`src/rtl/tx_arbiter_pkg.sv`:
```
// tx_arbiter_pkg -- shared types and constants for the TX arbiter slice.
//   tx_state_e         : frame FSM states (IDLE, START, HEADER, PAYLOAD)
//   owner_t            : requester ID, OWNER_SCH = 0, OWNER_PF = 1
//   TX_START_BIT       : level driven on lane 0 during START (other lanes low)
//   TX_PREAMBLE_CYCLES : START + HEADER cycles ahead of the payload
//   REPLY_FIFO_DEPTH   : outstanding RX replies tracked
package tx_arbiter_pkg;

  typedef enum logic [1:0] {
    ST_IDLE,
    ST_START,
    ST_HEADER,
    ST_PAYLOAD
  } tx_state_e;

  typedef logic owner_t;

  localparam owner_t OWNER_SCH = 1'b0;
  localparam owner_t OWNER_PF  = 1'b1;

  localparam logic        TX_START_BIT       = 1'b1;
  localparam int unsigned TX_PREAMBLE_CYCLES = 2;
  localparam int unsigned REPLY_FIFO_DEPTH   = 2;

endpackage

```
`src/rtl/tx_arbiter_reply_owner_fifo.sv`:
```
// reply_owner_fifo -- two-entry FIFO of requester IDs awaiting an RX reply.
//   clk, reset    : clock, synchronous active-high reset
//   push_i        : record push_owner_i (caller never pushes into a full FIFO
//                   unless pop_i is also high)
//   pop_i         : RX reply completed; ignored while empty
//   head_o        : oldest owner (0 when empty)
//   valid_o       : FIFO non-empty
//   full_o        : FIFO holds REPLY_FIFO_DEPTH entries
module reply_owner_fifo
  import tx_arbiter_pkg::*;
(
  input  logic   clk,
  input  logic   reset,
  input  logic   push_i,
  input  owner_t push_owner_i,
  input  logic   pop_i,
  output owner_t head_o,
  output logic   valid_o,
  output logic   full_o
);

  logic [1:0] mem_q, mem_d;   // mem_q[0] is the head
  logic [1:0] count_q, count_d;
  logic       pop_en;

  // Pop is applied before push so a full FIFO can accept a push in the
  // same cycle a reply retires.
  always_comb begin
    mem_d   = mem_q;
    count_d = count_q;
    pop_en  = pop_i && (count_q != '0);
    if (pop_en) begin
      mem_d[0] = mem_q[1];
      count_d  = count_q - 2'd1;
    end
    if (push_i && (count_d != 2'(REPLY_FIFO_DEPTH))) begin
      mem_d[count_d[0]] = push_owner_i;
      count_d           = count_d + 2'd1;
    end
  end

  always_ff @(posedge clk) begin
    if (reset) begin
      mem_q   <= '0;
      count_q <= '0;
    end else begin
      mem_q   <= mem_d;
      count_q <= count_d;
    end
  end

  assign valid_o = (count_q != '0);
  assign full_o  = (count_q == 2'(REPLY_FIFO_DEPTH));
  assign head_o  = valid_o ? mem_q[0] : OWNER_SCH;

endmodule

```
`src/rtl/tx_arbiter.sv`:
```
// tx_arbiter -- arbitrates the TX serial link between the scheduler and the
// prefetcher and serialises one frame per grant:
//   START (lane0 = 1), HEADER (latched command), PAYLOAD_CYCLES of owner data.
// Ports:
//   clk, reset           : clock, synchronous active-high reset
//   sch_* / pf_*         : requester command, payload and handshake
//   rx_done              : an RX reply frame completed (retires oldest owner)
//   tx_active/tx_counter : frame in progress / cycle index within frame
//   tx_done              : last frame cycle
//   tx_pins              : serial output lanes
//   rx_owner(_valid)     : owner of oldest outstanding reply
// Build option: define TX_ARB_ROUND_ROBIN_EN to alternate grants when both
// requesters are eligible; otherwise the scheduler always wins.
module tx_arbiter
  import tx_arbiter_pkg::*;
#(
  parameter int NSHIFT         = 2,
  parameter int PAYLOAD_CYCLES = 8,
  parameter int CMD_BITS       = 2
) (
  input  logic                              clk,
  input  logic                              reset,
  input  logic                              sch_valid,
  input  logic [CMD_BITS-1:0]               sch_cmd,
  input  logic                              sch_reply,
  input  logic                              sch_reserve,
  input  logic [NSHIFT-1:0]                 sch_data,
  input  logic                              pf_valid,
  input  logic [CMD_BITS-1:0]               pf_cmd,
  input  logic [NSHIFT-1:0]                 pf_data,
  input  logic                              rx_done,
  output logic                              sch_started,
  output logic                              pf_started,
  output logic                              sch_data_next,
  output logic                              pf_data_next,
  output logic                              tx_active,
  output logic [$clog2(PAYLOAD_CYCLES):0]   tx_counter,
  output logic                              tx_done,
  output logic [NSHIFT-1:0]                 tx_pins,
  output logic                              rx_owner,
  output logic                              rx_owner_valid
);

  localparam int CW = $clog2(PAYLOAD_CYCLES) + 1;
  localparam logic [CW-1:0] FIRST_PAY_CNT = CW'(TX_PREAMBLE_CYCLES);
  localparam logic [CW-1:0] LAST_CNT      = CW'(PAYLOAD_CYCLES + TX_PREAMBLE_CYCLES - 1);

  tx_state_e           state_q;
  logic [CW-1:0]       cnt_q;
  logic [CMD_BITS-1:0] cmd_q;
  owner_t              owner_q;
  logic                active_q;
  logic                done_q;
`ifdef TX_ARB_ROUND_ROBIN_EN
  owner_t              last_q;
`endif

  logic in_last, can_grant, room, sch_elig, pf_elig;
  logic grant_sch, grant_pf, push;
  logic fifo_full;

  // A requester that needs a reply may use the slot an rx_done frees this
  // same cycle; the FIFO pops before it pushes.
  always_comb begin
    in_last   = (state_q == ST_PAYLOAD) && (cnt_q == LAST_CNT);
    can_grant = !reset && ((state_q == ST_IDLE) || in_last);
    room      = !fifo_full || rx_done;
    sch_elig  = sch_valid && (!sch_reply || room);
    pf_elig   = pf_valid && !sch_reserve && room;
`ifdef TX_ARB_ROUND_ROBIN_EN
    grant_sch = can_grant && sch_elig && (!pf_elig || (last_q == OWNER_PF));
`else
    grant_sch = can_grant && sch_elig;
`endif
    grant_pf  = can_grant && pf_elig && !grant_sch;
    push      = grant_pf || (grant_sch && sch_reply);
  end

  always_ff @(posedge clk) begin
    if (reset) begin
      state_q  <= ST_IDLE;
      cnt_q    <= '0;
      cmd_q    <= '0;
      owner_q  <= OWNER_SCH;
      active_q <= 1'b0;
      done_q   <= 1'b0;
`ifdef TX_ARB_ROUND_ROBIN_EN
      last_q   <= OWNER_PF;
`endif
    end else begin
      if (grant_sch || grant_pf) begin
        cmd_q   <= grant_pf ? pf_cmd : sch_cmd;
        owner_q <= grant_pf ? OWNER_PF : OWNER_SCH;
`ifdef TX_ARB_ROUND_ROBIN_EN
        last_q  <= grant_pf ? OWNER_PF : OWNER_SCH;
`endif
      end
      case (state_q)
        ST_IDLE: begin
          cnt_q    <= '0;
          done_q   <= 1'b0;
          active_q <= grant_sch || grant_pf;
          state_q  <= (grant_sch || grant_pf) ? ST_START : ST_IDLE;
        end
        ST_START: begin
          state_q  <= ST_HEADER;
          cnt_q    <= CW'(1);
          active_q <= 1'b1;
          done_q   <= 1'b0;
        end
        ST_HEADER: begin
          state_q  <= ST_PAYLOAD;
          cnt_q    <= FIRST_PAY_CNT;
          active_q <= 1'b1;
          done_q   <= (FIRST_PAY_CNT == LAST_CNT);
        end
        ST_PAYLOAD: begin
          if (in_last) begin
            state_q  <= (grant_sch || grant_pf) ? ST_START : ST_IDLE;
            active_q <= grant_sch || grant_pf;
            cnt_q    <= '0;
            done_q   <= 1'b0;
          end else begin
            cnt_q    <= cnt_q + CW'(1);
            active_q <= 1'b1;
            done_q   <= ((cnt_q + CW'(1)) == LAST_CNT);
          end
        end
        default: begin
          state_q  <= ST_IDLE;
          cnt_q    <= '0;
          active_q <= 1'b0;
          done_q   <= 1'b0;
        end
      endcase
    end
  end

  always_comb begin
    tx_pins = '0;
    case (state_q)
      ST_START:   tx_pins[0] = TX_START_BIT;
      ST_HEADER:  tx_pins    = NSHIFT'(cmd_q);
      ST_PAYLOAD: tx_pins    = (owner_q == OWNER_PF) ? pf_data : sch_data;
      default:    tx_pins    = '0;
    endcase
  end

  // Pulses are masked during reset so an aborted frame emits nothing.
  assign sch_started   = grant_sch;
  assign pf_started    = grant_pf;
  assign sch_data_next = !reset && (state_q == ST_PAYLOAD) && (owner_q == OWNER_SCH);
  assign pf_data_next  = !reset && (state_q == ST_PAYLOAD) && (owner_q == OWNER_PF);
  assign tx_active     = active_q;
  assign tx_counter    = cnt_q;
  assign tx_done       = done_q && !reset;

  reply_owner_fifo u_reply_fifo (
    .clk          (clk),
    .reset        (reset),
    .push_i       (push),
    .push_owner_i (grant_pf ? OWNER_PF : OWNER_SCH),
    .pop_i        (rx_done),
    .head_o       (rx_owner),
    .valid_o      (rx_owner_valid),
    .full_o       (fifo_full)
  );

endmodule

```
`config.mk`:
```
export PLATFORM = sky130hd
export DESIGN_NAME = tx_arbiter
export DESIGN_NICKNAME = d
export VERILOG_FILES = /design/src/rtl/tx_arbiter_pkg.sv /design/src/rtl/tx_arbiter_reply_owner_fifo.sv /design/src/rtl/tx_arbiter.sv
export SDC_FILE = /design/constraint.sdc
export NUM_CORES = 1
export LEC_CHECK = 0
export CAP_MARGIN = 20
export CORE_MARGIN = 2
export CORE_UTILIZATION = 53
export CTS_BUF_LIST = sky130_fd_sc_hd__clkbuf_4 sky130_fd_sc_hd__clkbuf_8
export CTS_CLUSTER_DIAMETER = 120
export CTS_CLUSTER_SIZE = 10
export DETAILED_ROUTE_END_ITERATION = 7
export GPL_TIMING_DRIVEN = 1
export PLACE_DENSITY = 0.87
export SYNTH_ARGS = -nofsm -noshare
export SYNTH_HDL_FRONTEND = slang
export SYNTH_SLANG_ARGS = --single-unit
export TNS_END_PERCENT = 100
```
`constraint.sdc`:
```
create_clock -name clk -period 3.08 [get_ports clk]
set_input_delay 0.616 -clock clk [delete_from_list [all_inputs] [get_ports clk]]
set_output_delay 0.616 -clock clk [all_outputs]
set_load 0.005 [all_outputs]
```
==> run_results.csv <==
group,metric,value,unit
run_status,status,"finished clean",
placement,place.gp.congestion,0.847,
sta,slew_headroom,71.8,%
pwr,report.power.total,0.889,mW
critical_path,crit_slowest_cell,"clkdlybuf4s50_1",
yosys,synth_compound_area_share,23.4,%
hold_path,hold_path.class,"reg2reg",
placement,hpwl,2010,microns
critical_path,ff2ff_setup_slack,0.98,ns
yosys,ys_types,39,
final_layout,finalNonFillerCells,185,
sta,rsz0062_at_grt,"false",
final_layout,area_delta_synth_final,35.5,%
yosys,ys_ff_latch,15,
yosys,synth_mux_area_share,3.08,%
grt,grt_pass1_wl,4370,microns
placement,place_inst,181,
routing,wire_per_inst,13.7,microns
die,start_util,54.9,%
grt,grt_overflow,0,
yosys,synth_ff_type,"dfxtp_1",
grt,antenna_found_initial,0,
yosys,synth_fa_ha_area_share,13.0,%
yosys,postSynth.asyncResetShare,0,%
yosys,synth_xor_area_share,3.32,%
pwr,power.internal,0.537,mW
routing,route.antenna.remaining_nets,0,
clock_tree,cts_tree,"yes",
routing,drc,0,
die,num_rows,16,
yosys,synth_edf_count,0,
die,die_x,48.6,microns
routing,dr.pass1.iters,4,
pwr,combPwrFrac,56.4,%
routing,viasPerCell,5.70,
sta,setup_viol,0,
sta,finalHoldViolations,0,
grt,grt_max_degree,12,
routing,drt_iter0_drc,18,
yosys,syn_area,0.00105,sq mm
critical_path,cp_num_buf_inv,3,
sta,period_share,91.6,%
final_layout,antenna_cells,0,
pwr,swShare,39.5,%
final_layout,drive_gt1_share,10.8,%
pwr,irDropWorstVdd,0.000447,V
clock_tree,h-tree-depth,1,
clock_tree,cts_resized,0,
clock_tree,cts_buffers,3,
die,die_area,0.00236,sq mm
yosys,synth_cells,123,
sta,finalMaxSlewViolations,0,
yosys,yosysWarnings,0,
pwr,power.leakage,0.585,nW
pwr,power_density,622,mW/mm^2
routing,drt_wl_total,2540,microns
yosys,synth_area_per_cell,8.58,sq um
clock_tree,postCtsSetupBuffers,0,
critical_path,critical_path_required,2.46,ns
clock_tree,clk_root_buffer_cell,"clkbuf_4",
flow_run,drv_cap,0,
yosys,synth_top_family_by_area,"simple AND/OR/NAND/NOR gates",
clock_tree,cts_buffer_depth,2,
yosys,synth_largest_area_cell,"dfxtp_1",
clock_tree,postCtsHoldBufs,0,
yosys,yosys.area.top_type_share,28.5,%
critical_path,critPathMaxFanout,4,
yosys,yosys.area_share.simple,23.7,%
die,coreArea,0.00192,sq mm
placement,port-buffer-count,28,
sta,tightest_slew,0.421,ns
critical_path,crit_path_frequent_cell,"clkdlybuf4s50_1",
clock_tree,clk_pin_slew,0.08,ns
hold_path,hold_depth,2,
critical_path,rr_startpoint,"u_reply_fifo.count_q[0]$_SDFF_PP0_",
yosys,synth_area_leaders,"dfxtp_1 (28%), ha_1 (13%), inv_1 (4.3%)",
critical_path,reg2reg_depth,8,
routing,via_count,1054,
grt,grt_pass1_vias,972,
critical_path,worstSetupEndpointType,"output port",
final_layout,post-route-util,74.3,%
grt,grt_util_all_layers,23.2,%
pwr,clkPwrFrac,13.4,%
hold_path,min-delay-start,"u_reply_fifo.mem_q[1]$_SDFFE_PP0P_",
critical_path,arrival,2.21,ns
clock_tree,cts_sinks,15,
critical_path,worstSetupPathType,"in2out",
sta,finalClockSkew,0.00208,ns
die,fp.dieH,48.6,microns
pwr,p_seq_share,30.2,%
critical_path,cpPeakStageDelay,0.52,ns
sta,finalSetupTns,0,ns
die,ios,29,
sta,fin_crit,2.82,ns
critical_path,cp_top_family,"buffers and inverters",
critical_path,path_cells,"clkdlybuf4s50_1, nor2b_1, a211oi_4, nand2_1, inv_1, clkdlybuf4s50_1",
critical_path,rr_endpoint,"u_reply_fifo.mem_q[0]$_SDFF_PP0_",
pwr,p_switching,0.351,mW
hold_path,hold_end,"u_reply_fifo.mem_q[1]$_SDFFE_PP0P_",
yosys,synth_seq_area_share,28.5,%
sta,max_freq,0.354,GHz
critical_path,critPathLaunchType,"input port",
final_layout,nets,185,
yosys,syn-num-nets,149,
clock_tree,insertion_delay,0.28,ns
## worst reg2reg max path: stages (launching register included)
cell	delay, ns
dfxtp_1	0.35
inv_1	0.10
ha_1	0.23
nand2b_1	0.24
xnor2_1	0.39
ha_1	0.23
a21oi_2	0.06
a311o_1	0.36
o21ai_0	0.08
## worst max-delay path by stage
stage                             start            end  slack [ns]  depth (start not counted)
3_3_place_gp                    rx_done     pf_started        0.30                          6
6_report                        rx_done     pf_started        0.26                          6
3_5_place_dp                    rx_done     pf_started        0.27                          6
5_1_grt                        pf_valid     pf_started        0.20                          6
4_1_cts                           reset  sch_data_next        0.25                          4
2_1_floorplan  tx_counter[0]$_SDFF_PP0_     pf_started        1.14                          5
## placed cells by master (no fill, tap or decap), types with 2 or more instances in the layout
cell / instances
nand2_1: 9
nand2b_1: 3
nor2_1: 4
o21ai_0: 6
inv_1: 12
xnor2_1: 3
nand3_1: 8
a211oi_1: 2
dfxtp_1: 15
nor3b_1: 4
a311oi_1: 2
clkdlybuf4s50_1: 28
mux2_2: 2
buf_4: 5
a31oi_1: 3
nor2b_1: 4
nor3_1: 5
ha_1: 11
clkbuf_4: 4
o311a_1: 2
a21oi_1: 6
## cells by family after synthesis
| logic type | count (synthesis) |
|---|---|
| buffers and inverters | 14 |
| AND/OR/NAND/NOR | 43 |
| multiplexers | 3 |
| AO/OA/AOI/OAI | 33 |
| adder cells (fa/ha/maj) | 11 |
| XOR/XNOR | 4 |
| flip-flops | 15 |
## final cells by class
type                    count  area, sq um
clock buffers               4         30.0
fillers                   152          493
inverters                  12         45.0
multi-input cells          94          702
flip-flops and latches     15          300
well taps                  27         33.8
repair buffers             33          318
## power by group through the flow
stage / clock network (mW) / logic (mW) / registers (mW)
floorplan: 0 / 0.320 / 0.265
global placement: 0 / 0.482 / 0.268
detailed placement: 0 / 0.497 / 0.272
CTS: 0.122 / 0.500 / 0.267
global route: 0.134 / 0.559 / 0.272
finish: 0.119 / 0.501 / 0.268
## per-layer routing
| layer | wire length, microns | global-route usage, % | up-vias |
|---|---|---|---|
| met5 | 0 | 0 | - |
| met4 | 38 | 8.57 | 0 |
| met3 | 96 | 4.63 | 5 |
| met2 | 1250 | 38.8 | 22 |
| met1 | 1150 | 29.4 | 505 |
| li1 | - | - | 522 |
## cells in the mapped netlist, drive strengths merged, types with 4 or more instances
| library cell | instances |
|---|---|
| ha | 11 |
| nor2b | 4 |
| nand3 | 8 |
| nor3b | 4 |
| inv | 12 |
| a21oi | 7 |
| dfxtp | 15 |
| nand2 | 9 |
| nor2 | 4 |
| nor3 | 5 |
| o21ai | 6 |
## registers in the layout, summed over array words and instances, names as in the netlist
signal	cells
cmd_q	2
done_q	1
owner_q	1
state_q	2
tx_active	1
tx_counter	4
u_reply_fifo.count_q	2
u_reply_fifo.mem_q	2
## stage by stage
stage	worst slack (ns)	hold slack [ns]	area, sq um
detailed placement	0.270	0.485	1400
CTS	0.252	0.498	1430
finish	0.258	0.496	1430
global placement	0.298	0.479	1400
global route	0.200	0.531	1430
floorplan	1.14	0.455	1050
Power figures use the tool's default switching activity.
==> edit, RTL diff (same settings) <==
Add an input register stage for `pf_data`, cleared by the reset; this delays it by one clock. The other inputs are not delayed to match.
--- a/src/rtl/tx_arbiter.sv
+++ b/src/rtl/tx_arbiter.sv
@@ -45,4 +45,14 @@
   localparam logic [CW-1:0] FIRST_PAY_CNT = CW'(TX_PREAMBLE_CYCLES);
   localparam logic [CW-1:0] LAST_CNT      = CW'(PAYLOAD_CYCLES + TX_PREAMBLE_CYCLES - 1);
+
+  logic [NSHIFT-1:0] pf_data_q;
+
+  always_ff @(posedge clk) begin
+    if (reset) begin
+      pf_data_q <= '0;
+    end else begin
+      pf_data_q <= pf_data;
+    end
+  end
 
   tx_state_e           state_q;
@@ -142,5 +152,5 @@
       ST_START:   tx_pins[0] = TX_START_BIT;
       ST_HEADER:  tx_pins    = NSHIFT'(cmd_q);
-      ST_PAYLOAD: tx_pins    = (owner_q == OWNER_PF) ? pf_data : sch_data;
+      ST_PAYLOAD: tx_pins    = (owner_q == OWNER_PF) ? pf_data_q : sch_data;
       default:    tx_pins    = '0;
     endcase
Behaviour: not the same (Yosys sat finds a counterexample within 4 cycles, from zero or initial values and one cycle with reset high).
==> edit against the unedited design <==
- synthesized area unchanged
- final cell count decreased by 3.8%
- core utilization down 0.33 points
- design area shrank 0.44%
- first-iteration DRC count decreased by 33%
- largest power group unchanged
- clock skew is 0.00067 ns lower
- worst setup slack got worse by 0.19 ns
- power decreased by 20%
- sequential share of layout area up 2.9 points
- sequential cell count is 2 higher
- routed wire length is 0.55% lower
- global-route usage up 0.31 points
- largest cell class unchanged
- synthesized cell count is 4.9% lower
- highest routed layer unchanged
==> edit: results (changes against the unedited design) <==
[metrics] max FFs per register: 4 (unchanged)
[metrics] most common library cell in the layout ignoring fill and taps: sky130_fd_sc_hd__clkdlybuf4s50_1 (unchanged)
[metrics] Synth Area per Inst: 9.02 µm² (was 8.58 µm²)
[metrics] via/cell ratio: 5.46 (was 5.70)
[metrics] largest fanout on the critical path: 3 (was 4)
[metrics] Final Routed Wirelength: 2.53 mm (was 2.54 mm)
[metrics] Ys Warns: 0 (unchanged)
[metrics] register clock-pin slew on the reported worst setup and hold paths: 0.11 ns (was 0.08 ns)
[metrics] placed cell count: 174 (was 181)
[metrics] clock buffer depth: 2 (unchanged)
[metrics] DRC violation total after the first TritonRoute iteration: 12 (was 18)
[metrics] dominant cells by area after synthesis: sky130_fd_sc_hd__dfxtp_1 (32%), sky130_fd_sc_hd__ha_1 (13%), sky130_fd_sc_hd__inv_1 (3.9%) (was sky130_fd_sc_hd__dfxtp_1 (28%), sky130_fd_sc_hd__ha_1 (13%), sky130_fd_sc_hd__inv_1 (4.3%))
[metrics] antenna diode instance count: 0 (unchanged)
[metrics] fraction of final layout cells with drive strength greater than 1: 11.3% (was 10.8%)
[metrics] library cells used by synthesis: 37 (was 39)
[metrics] Static Leakage: 0.601 nW (was 0.585 nW)
[metrics] insertion delay to the later sink of the worst-skew pair: 0.30 ns (was 0.28 ns)
[metrics] Global Route Usage Sum: 23.5% (was 23.2%)
[metrics] via count of the first global-routing pass: 1003 (was 972)
[metrics] ys async rst share: 0% (unchanged)
[metrics] Post-CTS Setup Bufs: 0 (unchanged)
[metrics] global-route wire length before repair: 4.28 mm (was 4.37 mm)
[metrics] CTS Root Buffer Type: sky130_fd_sc_hd__clkbuf_4 (unchanged)
[metrics] Critical Path AT: 2.40 ns (was 2.21 ns)
[metrics] number of buffers inserted during clock tree synthesis: 3 (unchanged)
[metrics] count of cells resized by post-cts repair: 0 (unchanged)
[metrics] maximum level of the CTS H-tree: 1 (unchanged)
[metrics] final instance count without filler cells: 178 (was 185)
[metrics] sequential element share of the synthesized area: 32.3% (was 28.5%)
[metrics] antenna violations before repair: 0 (unchanged)
[metrics] path type of the worst min-delay path: register to register (unchanged)
[metrics] Post-DP HPWL: 1.94 mm (was 2.01 mm)
[metrics] number of fill cells in the layout: 142 (was 152)
[metrics] run status: complete, no violations (unchanged)
[metrics] Setup Skew: 0.00141 ns (was 0.00208 ns)
[metrics] worst-margin pin slew: 0.499 ns (was 0.421 ns)
[metrics] pin count of the biggest net entering global routing: 11 (was 12)
[metrics] last weighted congestion value of the routability-driven placer: 0.865 (was 0.847)
[metrics] IR Drop Worst-Case VDD: 0.000396 V (was 0.000447 V)
[metrics] first-pass iteration count of the detailed router: 4 (unchanged)
[metrics] syn_nets: 143 (was 149)
[metrics] number of buffers inserted by port buffering: 28 (unchanged)
[metrics] Post-synth top cells: sky130_fd_sc_hd__dfxtp_1 (17), sky130_fd_sc_hd__ha_1 (11), sky130_fd_sc_hd__inv_1 (11) (was sky130_fd_sc_hd__dfxtp_1 (15), sky130_fd_sc_hd__inv_1 (12), sky130_fd_sc_hd__ha_1 (11))
==> edit: worst paths after layout <==
kind,start,to,slack (ns),depth (start not counted)
setup / recovery,pf_valid,pf_started,0.07,4
hold / removal,u_reply_fifo.mem_q[1]$_SDFFE_PP0P_,u_reply_fifo.mem_q[1]$_SDFFE_PP0P_,0.52,1
setup reg to reg,u_reply_fifo.count_q[0]$_SDFF_PP0_,u_reply_fifo.mem_q[0]$_SDFF_PP0_,0.79,9
hold reg to reg,u_reply_fifo.mem_q[1]$_SDFFE_PP0P_,u_reply_fifo.mem_q[1]$_SDFFE_PP0P_,0.52,1
==> edit: area by class of cell <==
cell class / count / area share [%]
Tap cell: 27 / 2.37
Inverter: 11 / 2.90
Clock buffer: 3 / 1.58
Sequential cell: 17 / 23.9
Timing Repair Buffer: 33 / 22.3
Multi-Input combinational cell: 86 / 46.5
Clock inverter: 1 / 0.352
==> edit: kinds of logic (layout without fill, tap and decap cells) <==
group                    Yosys count  count (layout)  synth area share [%]
AND/OR/NAND/NOR                   40              40                  21.8
AO/OA/AOI/OAI                     23              23                  16.6
flip-flops                        17              17                  32.3
buffers and inverters             14              48                  4.98
adder cells (fa/ha/maj)           11              11                  13.0
multiplexers                       7               7                  7.12
XOR/XNOR                           5               5                  4.15
==> edit: layer usage <==
metal,up-vias,global-route usage [%],wire length [µm]
met2,34,40.2,1270
met1,451,26.3,1040
met4,0,14.3,83
li1,478,-,-
met3,8,5.56,134
met5,-,0,0
==> edit: through the flow <==
step | area, µm² | setup WS [ns] | hold WS [ns]
after detailed placement | 1400 | 0.0580 | 0.491
after global routing | 1420 | 0.0312 | 0.551
final | 1420 | 0.0681 | 0.517
after CTS | 1420 | 0.0611 | 0.512
after global placement | 1400 | 0.0819 | 0.477
after floorplan | 1050 | 0.982 | 0.459
==> edit: report_power, final <==
group | switching, mW | total, mW | internal (mW)
clock | 0.0785 | 0.127 | 0.0485
sequential | 0.0209 | 0.270 | 0.249
combinational | 0.161 | 0.317 | 0.156
total | 0.261 | 0.715 | 0.454
==> edit: worst max-delay path: stages <==
cell,delay [ns]
sky130_fd_sc_hd__clkdlybuf4s50_1,0.47
sky130_fd_sc_hd__or3b_4,0.41
sky130_fd_sc_hd__a2111oi_4,0.34
sky130_fd_sc_hd__clkdlybuf4s50_1,0.56
